**config.mk**
```make
export PLATFORM = sky130hd
export DESIGN_NAME = line_animator
export DESIGN_NICKNAME = d
export VERILOG_FILES = /design/src/rtl/line_anim_pkg.sv /design/src/rtl/perimeter_walker.sv /design/src/rtl/line_animator.sv
export SDC_FILE = /design/constraint.sdc
export NUM_CORES = 1
export LEC_CHECK = 0
export CAP_MARGIN = 5
export CORE_ASPECT_RATIO = 1.5
export CORE_MARGIN = 3
export CORE_UTILIZATION = 47
export CTS_CLUSTER_SIZE = 28
export DETAILED_ROUTE_END_ITERATION = 8
export HOLD_SLACK_MARGIN = 0.08
export MAX_ROUTING_LAYER = met4
export PLACE_DENSITY = 0.7
export REMOVE_ABC_BUFFERS = 1
export SLEW_MARGIN = 20
export SYNTH_ARGS = -nofsm -noshare
export SYNTH_HDL_FRONTEND = slang
export SYNTH_SLANG_ARGS = --single-unit
```
**constraint.sdc**
```tcl
create_clock -name clk -period 3.5 [get_ports clk]
set_input_delay 0.7 -clock clk [delete_from_list [all_inputs] [get_ports clk]]
set_output_delay 0.7 -clock clk [all_outputs]
set_load 0.005 [all_outputs]
```
**src/rtl/line_anim_pkg.sv**
```systemverilog
`default_nettype none
// ============================================================================
// Module      : line_anim_pkg
// Description : Shared types for the line_animator sequencer. Contains the
//               FSM state encoding, the perimeter edge encoding, the
//               screen-coordinate types and an edge-ordering helper.
// Ports       : none (package)
// Revision    : 1.0 - initial release
// ============================================================================
package line_anim_pkg;

    typedef enum logic [2:0] {
        CLR_ISSUE   = 3'd0,
        CLR_WAIT    = 3'd1,
        DRAW_ISSUE  = 3'd2,
        DRAW_WAIT   = 3'd3,
        IDLE        = 3'd4,
        ERASE_ISSUE = 3'd5,
        ERASE_WAIT  = 3'd6,
        STEP        = 3'd7
    } state_t;

    typedef enum logic [1:0] {
        TOP    = 2'd0,
        RIGHT  = 2'd1,
        BOTTOM = 2'd2,
        LEFT   = 2'd3
    } edge_t;

    typedef logic [9:0] xcoord_t;
    typedef logic [8:0] ycoord_t;

    // Clockwise walk around the screen: TOP > RIGHT > BOTTOM > LEFT > TOP.
    function automatic edge_t next_edge(input edge_t e);
        case (e)
            TOP:     return RIGHT;
            RIGHT:   return BOTTOM;
            BOTTOM:  return LEFT;
            default: return TOP;
        endcase
    endfunction

endpackage
`default_nettype wire

```
**src/rtl/perimeter_walker.sv**
```systemverilog
`default_nettype none
// ============================================================================
// Module      : perimeter_walker
// Description : Holds the current (edge, pos) point on the screen perimeter
//               and presents the matching endpoint combinationally. A pulse
//               on advance moves the point STEP pixels clockwise; when the
//               step would reach the last pixel of an edge the walk jumps to
//               pos 0 of the next edge (the corner), dropping any remainder.
// Ports       : clk      in   system clock
//               reset_n  in   asynchronous active-low reset (edge=TOP, pos=0)
//               advance  in   1-cycle request to move to the next point
//               end_x    out  endpoint x (10 bits)
//               end_y    out  endpoint y (9 bits)
// Revision    : 1.0 - initial release
// ============================================================================
module perimeter_walker
    import line_anim_pkg::*;
#(
    parameter int W    = 640,
    parameter int H    = 480,
    parameter int STEP = 8
) (
    input  logic       clk,
    input  logic       reset_n,
    input  logic       advance,
    output logic [9:0] end_x,
    output logic [8:0] end_y
);

    localparam logic [10:0] c_W_LEN = 11'(W);
    localparam logic [10:0] c_H_LEN = 11'(H);
    localparam logic [10:0] c_STEP  = 11'(STEP);
    localparam logic [10:0] c_X_MAX = 11'(W - 1);
    localparam logic [10:0] c_Y_MAX = 11'(H - 1);

    edge_t       r_edge;
    logic [10:0] r_pos;
    logic [10:0] w_len;
    logic [10:0] w_sum;

    always_comb begin
        w_len = ((r_edge == TOP) || (r_edge == BOTTOM)) ? c_W_LEN : c_H_LEN;
        w_sum = r_pos + c_STEP;
    end

    always_ff @(posedge clk or negedge reset_n) begin
        if (!reset_n) begin
            r_edge <= TOP;
            r_pos  <= '0;
        end else if (advance) begin
            if (w_sum >= (w_len - 11'd1)) begin
                r_edge <= next_edge(r_edge);
                r_pos  <= '0;
            end else begin
                r_pos  <= w_sum;
            end
        end
    end

    // pos never exceeds the edge length, so the narrowing casts are lossless.
    always_comb begin
        end_x = '0;
        end_y = '0;
        case (r_edge)
            TOP: begin
                end_x = 10'(r_pos);
                end_y = '0;
            end
            RIGHT: begin
                end_x = 10'(c_X_MAX);
                end_y = 9'(r_pos);
            end
            BOTTOM: begin
                end_x = 10'(c_X_MAX - r_pos);
                end_y = 9'(c_Y_MAX);
            end
            default: begin
                end_x = '0;
                end_y = 9'(c_Y_MAX - r_pos);
            end
        endcase
    end

endmodule
`default_nettype wire

```
**src/rtl/line_animator.sv**
```systemverilog
`default_nettype none
// ============================================================================
// Module      : line_animator
// Description : Sequencer feeding line_drawer, one line per start/done
//               handshake. After reset it clears the screen as H colour-0
//               rows, then draws a radial line from (CX,CY) to a point that
//               walks the perimeter. Every FRAMES_PER_STEP frames the old
//               line is erased and the next one drawn. A clear request is
//               latched and serviced at the next IDLE.
// Ports       : clk          in   system clock
//               reset_n      in   asynchronous active-low reset
//               frame_start  in   1-cycle pulse per video frame
//               clear_req    in   request a full-screen clear
//               pause        in   freeze frame counting in IDLE
//               drawer_done  in   1-cycle pulse, current line finished
//               drawer_start out  1-cycle pulse, endpoints/colour valid
//               x0, y0       out  line start point
//               x1, y1       out  line end point
//               pixel_color  out  0 = erase, 1 = draw
//               busy         out  high during the clear sweep
// Revision    : 1.0 - initial release
// ============================================================================
module line_animator
    import line_anim_pkg::*;
#(
    parameter int W               = 640,
    parameter int H               = 480,
    parameter int CX              = 320,
    parameter int CY              = 240,
    parameter int STEP            = 8,
    parameter int FRAMES_PER_STEP = 2
) (
    input  logic       clk,
    input  logic       reset_n,
    input  logic       frame_start,
    input  logic       clear_req,
    input  logic       pause,
    input  logic       drawer_done,
    output logic       drawer_start,
    output logic [9:0] x0,
    output logic [9:0] x1,
    output logic [8:0] y0,
    output logic [8:0] y1,
    output logic       pixel_color,
    output logic       busy
);

    localparam logic [9:0] c_X_MAX = 10'(W - 1);
    localparam logic [8:0] c_Y_MAX = 9'(H - 1);
    localparam logic [9:0] c_CX    = 10'(CX);
    localparam logic [8:0] c_CY    = 9'(CY);
    localparam logic [7:0] c_FPS   = 8'(FRAMES_PER_STEP);

    state_t     r_state, w_state;
    logic [8:0] r_row, w_row;
    logic [7:0] r_count, w_count;
    logic       r_clear_pending, w_clear_pending;
    logic       w_start, w_color, w_busy, w_advance, w_in_clear;
    logic [9:0] w_x0, w_x1, w_end_x;
    logic [8:0] w_y0, w_y1, w_end_y;

    perimeter_walker #(
        .W    (W),
        .H    (H),
        .STEP (STEP)
    ) u_walker (
        .clk     (clk),
        .reset_n (reset_n),
        .advance (w_advance),
        .end_x   (w_end_x),
        .end_y   (w_end_y)
    );

    always_comb begin
        w_state         = r_state;
        w_row           = r_row;
        w_count         = r_count;
        w_clear_pending = r_clear_pending;
        w_start         = 1'b0;
        w_x0            = x0;
        w_y0            = y0;
        w_x1            = x1;
        w_y1            = y1;
        w_color         = pixel_color;
        w_advance       = 1'b0;
        w_in_clear      = (r_state == CLR_ISSUE) || (r_state == CLR_WAIT);

        // A request raised in the same cycle IDLE is evaluated must already
        // count, so IDLE looks at the combined value rather than the flop.
        if (clear_req && !w_in_clear) begin
            w_clear_pending = 1'b1;
        end

        case (r_state)
            CLR_ISSUE: begin
                w_x0    = '0;
                w_y0    = r_row;
                w_x1    = c_X_MAX;
                w_y1    = r_row;
                w_color = 1'b0;
                w_start = 1'b1;
                w_state = CLR_WAIT;
            end
            CLR_WAIT: begin
                if (drawer_done) begin
                    if (r_row == c_Y_MAX) begin
                        w_row   = '0;
                        w_state = DRAW_ISSUE;
                    end else begin
                        w_row   = r_row + 9'd1;
                        w_state = CLR_ISSUE;
                    end
                end
            end
            DRAW_ISSUE: begin
                w_x0    = c_CX;
                w_y0    = c_CY;
                w_x1    = w_end_x;
                w_y1    = w_end_y;
                w_color = 1'b1;
                w_start = 1'b1;
                w_state = DRAW_WAIT;
            end
            DRAW_WAIT: begin
                if (drawer_done) begin
                    w_count = '0;
                    w_state = IDLE;
                end
            end
            IDLE: begin
                if (w_clear_pending) begin
                    w_clear_pending = 1'b0;
                    w_count         = '0;
                    w_state         = CLR_ISSUE;
                end else if (frame_start && !pause) begin
                    if ((r_count + 8'd1) >= c_FPS) begin
                        w_count = '0;
                        w_state = ERASE_ISSUE;
                    end else begin
                        w_count = r_count + 8'd1;
                    end
                end
            end
            ERASE_ISSUE: begin
                w_x0    = c_CX;
                w_y0    = c_CY;
                w_x1    = w_end_x;
                w_y1    = w_end_y;
                w_color = 1'b0;
                w_start = 1'b1;
                w_state = ERASE_WAIT;
            end
            ERASE_WAIT: begin
                if (drawer_done) begin
                    w_state = line_anim_pkg::STEP;
                end
            end
            line_anim_pkg::STEP: begin
                w_advance = 1'b1;
                w_state   = DRAW_ISSUE;
            end
            default: begin
                w_state = CLR_ISSUE;
            end
        endcase

        w_busy = (w_state == CLR_ISSUE) || (w_state == CLR_WAIT);
    end

    always_ff @(posedge clk or negedge reset_n) begin
        if (!reset_n) begin
            r_state         <= CLR_ISSUE;
            r_row           <= '0;
            r_count         <= '0;
            r_clear_pending <= 1'b0;
            drawer_start    <= 1'b0;
            x0              <= '0;
            y0              <= '0;
            x1              <= '0;
            y1              <= '0;
            pixel_color     <= 1'b0;
            busy            <= 1'b1;
        end else begin
            r_state         <= w_state;
            r_row           <= w_row;
            r_count         <= w_count;
            r_clear_pending <= w_clear_pending;
            drawer_start    <= w_start;
            x0              <= w_x0;
            y0              <= w_y0;
            x1              <= w_x1;
            y1              <= w_y1;
            pixel_color     <= w_color;
            busy            <= w_busy;
        end
    end

endmodule
`default_nettype wire

```
==> flow_summary.toml, run 1 <==
[critical_path]
crit_buf_inv = 2
worstPathRequired_ps = 3730
crit_family = "compound AO/OA/AOI/OAI gates"
crit_fanout = 12
r2r-end = "u_walker.r_edge[1]"
critical_path_arrival_ps = 3230
reg2reg_from = "u_walker.r_edge[0]"
crit_path_start_kind = "register"
r2r_cells = 10
path_cells = "inv_1 > ha_1 > nor2_1 > inv_1 > ha_1 > a21oi_1 > o21ai_0 > a221oi_4 > nor2_2 > mux2_4"
worstSetupPathType = "register to register"
worst_path_max_delay_cell = "a221oi_4"
cp-end-kind = "register"
slowest_delay_ps = 530
reg2reg_slack_ps = 500

[route]
routedWlPerCell_um = 16.5
vias = 2591
detail-route-antenna-nets = 0
drtPass1Iterations = 4
viasPerCell = 5.75
drc = 0
routed_wl_um = 7460
first_iter_violations = 192

[timing]
relSlewSlack = 0.394
post-route-period-util = 0.858
rsz0062_at_grt = "no"
final-max-slew-violation-count = 0
tightest_slew_ps = 909
fmax_mhz = 333
fin_crit_ps = 3000
setup_viol = 0
fin_skew_ps = 6.77
fin_tns_setup_ps = 0
hold_viol = 0

[clock_tree]
ctsResizeCount = 0
cts_tree = "done"
cts_root_buf = "clkbuf_8"
cts_sinks = 61
clk-insertion-delay-late_ps = 350
cts_buffer_depth = 2
clk_pin_slew_ps = 70
h-tree-depth = 3
postCtsHoldBufs = 0
numCtsBuffers = 9
post_cts_buffers = 0

[floorplan]
die_x_um = 74.3
die_h_um = 108
ioPinCount = 47
core_area_sq_um = 6620
die_area_sq_um = 8050
rows = 36
start_util = 0.496

[global_route]
grt_max_degree = 39
grt_overflow = 0
grt_usage = 0.205
grt_pass1_vias = 2487
grt_pass1_wl_um = 12200
antenna_found_initial = 0

[place]
io_buffers = 38
globalplace.congestion = 0.921
dp_hpwl_um = 5270

[finish]
num_antenna_cells = 0
final_util = 0.585
drive_above_1_share = 0.0827
num-nets-final = 392
area_delta_synth_final_pct = 17.9

[logic_synthesis]
netlist.top_cell.by_area = "dfrtp_1"
synth-edff-count = 0
synth_seq_cells = 61
synth.area.top_cells = "dfrtp_1 (46%), ha_1 (6.1%), nand2_1 (4.7%), buf_4 (3.2%), o21ai_0 (3.2%)"
ys_seq_area_frac = 0.465
ys.flop_type = "dfrtp_1"
yosys_warnings = 0
syn_area_per_cell_sq_um = 9.69
synth.distinct_cells = 53
async_flop_share = 1.00
yosysTopAreaCellShare = 0.457
netlist_area_sq_um = 3280
synthCells = 339

[power_and_ir_drop]
power_frac_seq = 0.481
clockPowerShare = 0.385
p_int_mw = 1.32
pwr-share-comb = 0.133
ir_worst_vdd_mv = 0.284
switching_share = 0.261
p_leak_nw = 1.65
power.density_nw_per_um2 = 461
switching_power_mw = 0.466

[outcome]
outcome = "complete, no violations"

[job]
maxCapViolations = 0

[worst_hold_path]
hp-class = "input port to asynchronous set/reset pin"
-- per-stage QoR --
step | instance area [sq um] | power [mW] | std cells | hold slack [ps] | setup WS (ps)
final | 3870 | 1.79 | 451 | 322 | 498
after global routing | 3870 | 1.86 | 451 | 349 | 284
after CTS | 3870 | 1.80 | 451 | 335 | 565
after detailed placement | 3660 | 1.11 | 435 | 471 | 586
after global placement | 3660 | 1.11 | 435 | 469 | 745
after floorplan | 3150 | 0.954 | 317 | 404 | 958
-- metal layers --
layer	vias to the layer above	wire length (um)	global-route usage
met5	-	0	-
li1	1249	-	-
met2	59	3970	0.328
met4	0	131	0.0687
met3	10	321	0.0493
met1	1273	3040	0.252
-- sequential cells by signal, summed over array words and instances, names as in the netlist, 2 cells and up --
name / cells
r_state: 3
x1: 8
r_count: 8
y0: 9
y1: 9
u_walker.r_edge: 2
u_walker.r_pos: 8
r_row: 9
-- cell usage in the layout, fill, tap and decap left out, drive strengths merged, types with 2 or more instances in the layout --
cell / netlist / final
and4: 2 / 2
and2: 13 / 13
clkinv: 0 / 3
a22oi: 2 / 2
buf: 15 / 5
nand3: 13 / 13
xor2: 4 / 4
ha: 16 / 16
conb: 1 / 8
dfrtp: 60 / 60
inv: 15 / 15
xnor2: 7 / 7
nor4: 2 / 2
o22ai: 2 / 2
a221o: 5 / 5
clkinvlp: 0 / 2
bufinv: 0 / 2
mux2: 2 / 2
nand2: 41 / 41
nor3: 4 / 4
clkdlybuf4s50: 0 / 37
a211oi: 11 / 11
nor2b: 5 / 5
clkbuf: 14 / 9
nand2b: 5 / 5
a31oi: 4 / 4
a221oi: 3 / 3
nor2: 20 / 20
o31ai: 8 / 8
o21ai: 21 / 21
a21oi: 13 / 13
nand4: 4 / 4
a22o: 8 / 8
-- area by class of cell --
type,count,area [sq um]
well taps,76,95.1
clock buffers,9,124
inverters,15,56.3
flip-flops and latches,61,1530
fillers,586,2750
multi-input cells,241,1570
repair buffers,42,405
clock inverters,7,90.1
-- logic make-up (layout without fill, tap and decap cells) --
group	after synthesis	count (layout)	share of synthesized area
AND/OR/NAND/NOR	116	116	0.178
AO/OA/AOI/OAI	87	87	0.188
flip-flops	61	61	0.465
buffers and inverters	44	73	0.0663
adder cells (fa/ha/maj)	16	16	0.0610
XOR/XNOR	11	11	0.0293
multiplexers	3	3	0.0110
other	1	8	0.00114
-- power groups by stage --
stage                     Combinational, mW  Clock [mW]  Sequential (mW)
final                                 0.239       0.689            0.859
after global routing                  0.262       0.728            0.872
after CTS                             0.243       0.695            0.861
after detailed placement              0.241           0            0.872
after global placement                0.236           0            0.871
after floorplan                       0.100           0            0.854
-- worst max-delay path by stage --
stage / startpoint / endpoint / slack [ps] / depth (start not counted)
after floorplan: u_walker.r_edge[0] / u_walker.r_edge[1] / 960 / 10
after global routing: u_walker.r_edge[0] / u_walker.r_pos[5] / 280 / 10
after detailed placement: u_walker.r_edge[0] / u_walker.r_edge[1] / 590 / 10
final: u_walker.r_edge[0] / u_walker.r_edge[1] / 500 / 10
after global placement: u_walker.r_edge[0] / u_walker.r_edge[1] / 750 / 10
after CTS: u_walker.r_edge[0] / u_walker.r_edge[1] / 560 / 10
-- synthesized netlist by cell type, types with 7 or more instances --
cell type / number
a21oi_1: 13
ha_1: 16
a22o_1: 8
dfrtp_1: 60
o21ai_0: 21
xnor2_1: 7
clkbuf_1: 14
inv_1: 15
nand3_1: 12
nor2_1: 19
nand2_1: 41
o31ai_1: 8
buf_4: 14
and2_1: 13
a211oi_1: 11
No activity file was read; power rests on OpenSTA's default activity.
==> run 2, diff against run 1 <==
- PLACE_DENSITY: 0.7 -> 0.68
==> flow_summary.toml, run 2 (synthesized netlist as in run 1, its figures left out) <==
[outcome]
outcome = "complete, no violations"

[power_and_ir_drop]
p_leak_nw = 1.65
ir_worst_vdd_mv = 0.206
power.density_nw_per_um2 = 444

[route]
detail-route-antenna-nets = 0
drtPass1Iterations = 4
viasPerCell = 5.60
drc = 0
routedWlPerCell_um = 15.9
routed_wl_um = 7190
first_iter_violations = 239
vias = 2526

[timing]
fmax_mhz = 343
fin_crit_ps = 2920
setup_viol = 0
tightest_slew_ps = 755
rsz0062_at_grt = "no"
post-route-period-util = 0.833
hold_slack_ps = 497
relSlewSlack = 0.496
final-max-slew-violation-count = 0
fin_skew_ps = 10.4
hold_viol = 0
fin_tns_setup_ps = 0

[worst_hold_path]
hold_depth = 2
hp-class = "register to register"
hold_end = "y0[6]"
holdCritStartpoint = "y0[6]"

[floorplan]
start_util = 0.496
ioPinCount = 47
core_area_sq_um = 6620
die_x_um = 74.3
die_area_sq_um = 8050
die_h_um = 108
rows = 36

[place]
globalplace.congestion = 0.840
dp_hpwl_um = 5220
io_buffers = 38

[global_route]
grt_pass1_wl_um = 11900
grt_pass1_vias = 2427
grt_overflow = 0
antenna_found_initial = 0
grt_usage = 0.200
grt_max_degree = 62

[finish]
final_cell_mix = "dfrtp_1 (60), nand2_1 (41), clkdlybuf4s50_1 (37)"
num_antenna_cells = 0
filler_cell_count = 631
final_util = 0.581
seq_area_sq_um = 1530
multi_input_area_sq_um = 1570
num-nets-final = 392
area_delta_synth_final_pct = 17.2
drive_above_1_share = 0.0800
final_common_cell = "dfrtp_1"
reg_top3 = "r_row: 9 flops, y0: 9 flops, y1: 9 flops"

[critical_path]
cp-end-kind = "register"
critical_path_arrival_ps = 3140
reg2reg_slack_ps = 580
r2r-end = "u_walker.r_edge[1]"
crit_fanout = 12
crit_path_start_kind = "register"
worstSetupPathType = "register to register"
reg2reg_from = "u_walker.r_edge[0]"
r2r_cells = 10
worstPathRequired_ps = 3730

[clock_tree]
postCtsHoldBufs = 0
numCtsBuffers = 9
h-tree-depth = 3
cts_buffer_depth = 2
cts_sinks = 61
clk-insertion-delay-late_ps = 340
clk_pin_slew_ps = 60
ctsResizeCount = 0
cts_tree = "done"
post_cts_buffers = 0
cts_root_buf = "clkbuf_8"

[job]
maxCapViolations = 0
==> run 2: cell count changes in the layout (fill, tap and decap cells not counted) <==
cell        delta
clkinv_2       +1
clkbuf_1       +1
clkbuf_8       +1
clkinvlp_4     -2
bufinv_16      -1
==> run 2: worst max-delay path: stages, from the launching register on <==
cell and delay, ps:
dfrtp_1 430, inv_1 100, ha_1 340, nor2_1 280
inv_1 110, ha_1 310, a21oi_1 140, o21ai_0 180
a221oi_4 530, nor2_2 70, mux2_4 310
==> run 2: cell type report <==
class	instances	area share
Clock buffer	11	0.0367
Clock inverter	5	0.0130
Inverter	15	0.0146
Multi-Input combinational cell	241	0.409
Sequential cell	61	0.397
Tap cell	76	0.0247
Timing Repair Buffer	42	0.105
==> run 2: power breakdown <==
group	internal [mW]	switching (mW)
combinational	0.145	0.0906
clock	0.343	0.270
sequential	0.780	0.0800
==> run 2: worst max path at each step <==
stage / slack (ps) / start / end / depth (start not counted)
after CTS: 590 / u_walker.r_edge[0] / u_walker.r_edge[1] / 10
after floorplan: 960 / u_walker.r_edge[0] / u_walker.r_edge[1] / 10
after global placement: 740 / u_walker.r_edge[0] / u_walker.r_edge[1] / 10
after global routing: 360 / u_walker.r_edge[0] / u_walker.r_edge[1] / 10
after detailed placement: 580 / u_walker.r_edge[0] / u_walker.r_edge[1] / 10
final: 580 / u_walker.r_edge[0] / u_walker.r_edge[1] / 10
==> run 2: per-layer routing <==
metal | vias up | GRT usage | part of all wire
li1 | 1259 | - | -
met1 | 1215 | 0.237 | 0.40
met2 | 36 | 0.329 | 0.55
met3 | 16 | 0.0316 | 0.026
met4 | 0 | 0.0941 | 0.024
met5 | - | - | 0
==> run 2: per-stage QoR <==
stage / total power, mW / worst slack, ps / std cells / instance area (sq um)
2_1_floorplan: 0.954 / 958 / 317 / 3150
3_3_place_gp: 1.11 / 736 / 435 / 3660
3_5_place_dp: 1.11 / 582 / 435 / 3660
4_1_cts: 1.73 / 590 / 451 / 3850
5_1_grt: 1.79 / 360 / 451 / 3850
6_report: 1.71 / 585 / 451 / 3850
==> run 3, diff against run 2 <==
- clock period: 3.5 -> 3.1 ns (I/O delays scaled with it)
==> flow_summary.toml, run 3 (synthesized netlist as in run 1, its figures left out) <==
[route]
viasPerCell = 5.62
drtPass1Iterations = 4
vias = 2564
first_iter_violations = 218
routed_wl_um = 7410
drc = 0
routedWlPerCell_um = 16.2
detail-route-antenna-nets = 0

[clock_tree]
cts_buffer_depth = 2
cts_sinks = 61
clk-insertion-delay-late_ps = 340
cts_root_buf = "clkbuf_8"
cts_tree = "done"
numCtsBuffers = 9
postCtsHoldBufs = 0
clk_pin_slew_ps = 70
h-tree-depth = 3

[job]
maxCapViolations = 0

[critical_path]
path_cells = "inv_1 > ha_1 > nor2_2 > inv_1 > ha_1 > a21oi_1 > o21ai_0 > a221oi_4 > buf_4 > nor2_2 > mux2_4"
slowest_delay_ps = 450
reg2reg_from = "u_walker.r_edge[0]"
cp-end-kind = "register"
crit_path_start_kind = "register"
crit_fanout = 9
startpoint = "u_walker.r_edge[0]"
crit_family = "compound AO/OA/AOI/OAI gates"
crit_buf_inv = 3
worst_path_max_delay_cell = "dfrtp_1"
critical_path_arrival_ps = 3050
worstSetupPathType = "register to register"
worstPathRequired_ps = 3320

[worst_hold_path]
hp-class = "input port to asynchronous set/reset pin"

[global_route]
grt_pass1_vias = 2533
gr-max-usage-layer = "met2"
grt_use_met1 = 0.241
grt_pass1_wl_um = 12400
antenna_found_initial = 0
grtUsageMet2 = 0.346
grt_max_degree = 47
grt_overflow = 0
grt_usage = 0.205
met3_usage = 0.0391

[place]
io_buffers = 38
globalplace.congestion = 0.858
dp_slack_ps = 142
dpl_cell_area_sq_um = 3690
dp_hpwl_um = 5370

[outcome]
outcome = "complete, no violations"

[timing]
fin_skew_ps = 7.62
rsz0062_at_grt = "no"
post-route-period-util = 0.913
final-max-slew-violation-count = 0
setup_viol = 0
relSlewSlack = 0.526
hold_viol = 0
fin_tns_setup_ps = 0
fin_crit_ps = 2830
tightest_slew_ps = 710
fmax_mhz = 353
layout_setup_ws_ps = 270

[floorplan]
die_x_um = 74.3
ioPinCount = 47
die_h_um = 108
core_area_sq_um = 6620
rows = 36
start_util = 0.496
die_area_sq_um = 8050

[finish]
num_antenna_cells = 0
filler_cell_count = 591
final_cell_mix = "dfrtp_1 (60), nand2_1 (41), clkdlybuf4s50_1 (37)"
drive_above_1_share = 0.100
reg_top3 = "r_row: 9 flops, y0: 9 flops, y1: 9 flops"
post-route-cell-area_sq_um = 3930
num-nets-final = 397
final_common_cell = "dfrtp_1"
area_delta_synth_final_pct = 19.6

[power_and_ir_drop]
p_leak_nw = 1.67
power_mw = 2.03
ir_worst_vdd_mv = 0.271
power.density_nw_per_um2 = 516
[run 3: cell count changes in the layout (fill, tap and decap cells not counted), moves of 2 or more]
| cell | change |
|---|---|
| buf_4 | +6 |
| clkinv_2 | -4 |
| clkinv_4 | +2 |
| clkinvlp_4 | +3 |
[run 3: layer usage]
layer  part of all wire  vias to the layer above
met5                  0                        -
met4              0.019                        0
met3              0.028                       13
met2               0.53                       37
met1               0.42                     1255
li1                   -                     1259
[run 3: repair_timing]
action | in CTS | in global routing
endpoints found under the setup margin | 0 | 7
resized for setup | 0 | 2
setup buffers | 0 | 1
endpoints found under the hold margin | 0 | 0
[run 3: final timing paths]
path                                      end  slack, ps  cells past startpoint
setup / recovery           u_walker.r_edge[1]        270                     11
hold / removal                   drawer_start        270                      1
setup reg to reg           u_walker.r_edge[1]        270                     11
hold reg to reg            u_walker.r_pos[10]        490                      1
max in group asynchronous               y1[7]       2230                      2
min in group clk           u_walker.r_pos[10]        490                      1
[run 3: area by class of cell]
type                    count  area, sq um  area share
multi-input cells         241         1580       0.402
flip-flops and latches     61         1530       0.389
clock buffers               9          124      0.0315
clock inverters             7          100      0.0255
well taps                  76         95.1      0.0242
inverters                  15         56.3      0.0143
repair buffers             47          445       0.113
[run 3: per-stage QoR]
step                      utilization  std cells  hold WS, ps
final                           0.593        456          274
after global routing            0.593        456          310
after CTS                       0.591        455          484
after detailed placement        0.557        439          479
after global placement          0.557        439          472
after floorplan                     -        317          324
[run 3: power by group]
part	switching, mW	internal [mW]
registers	0.0893	0.880
logic	0.103	0.166
clock network	0.335	0.455
total	0.527	1.50
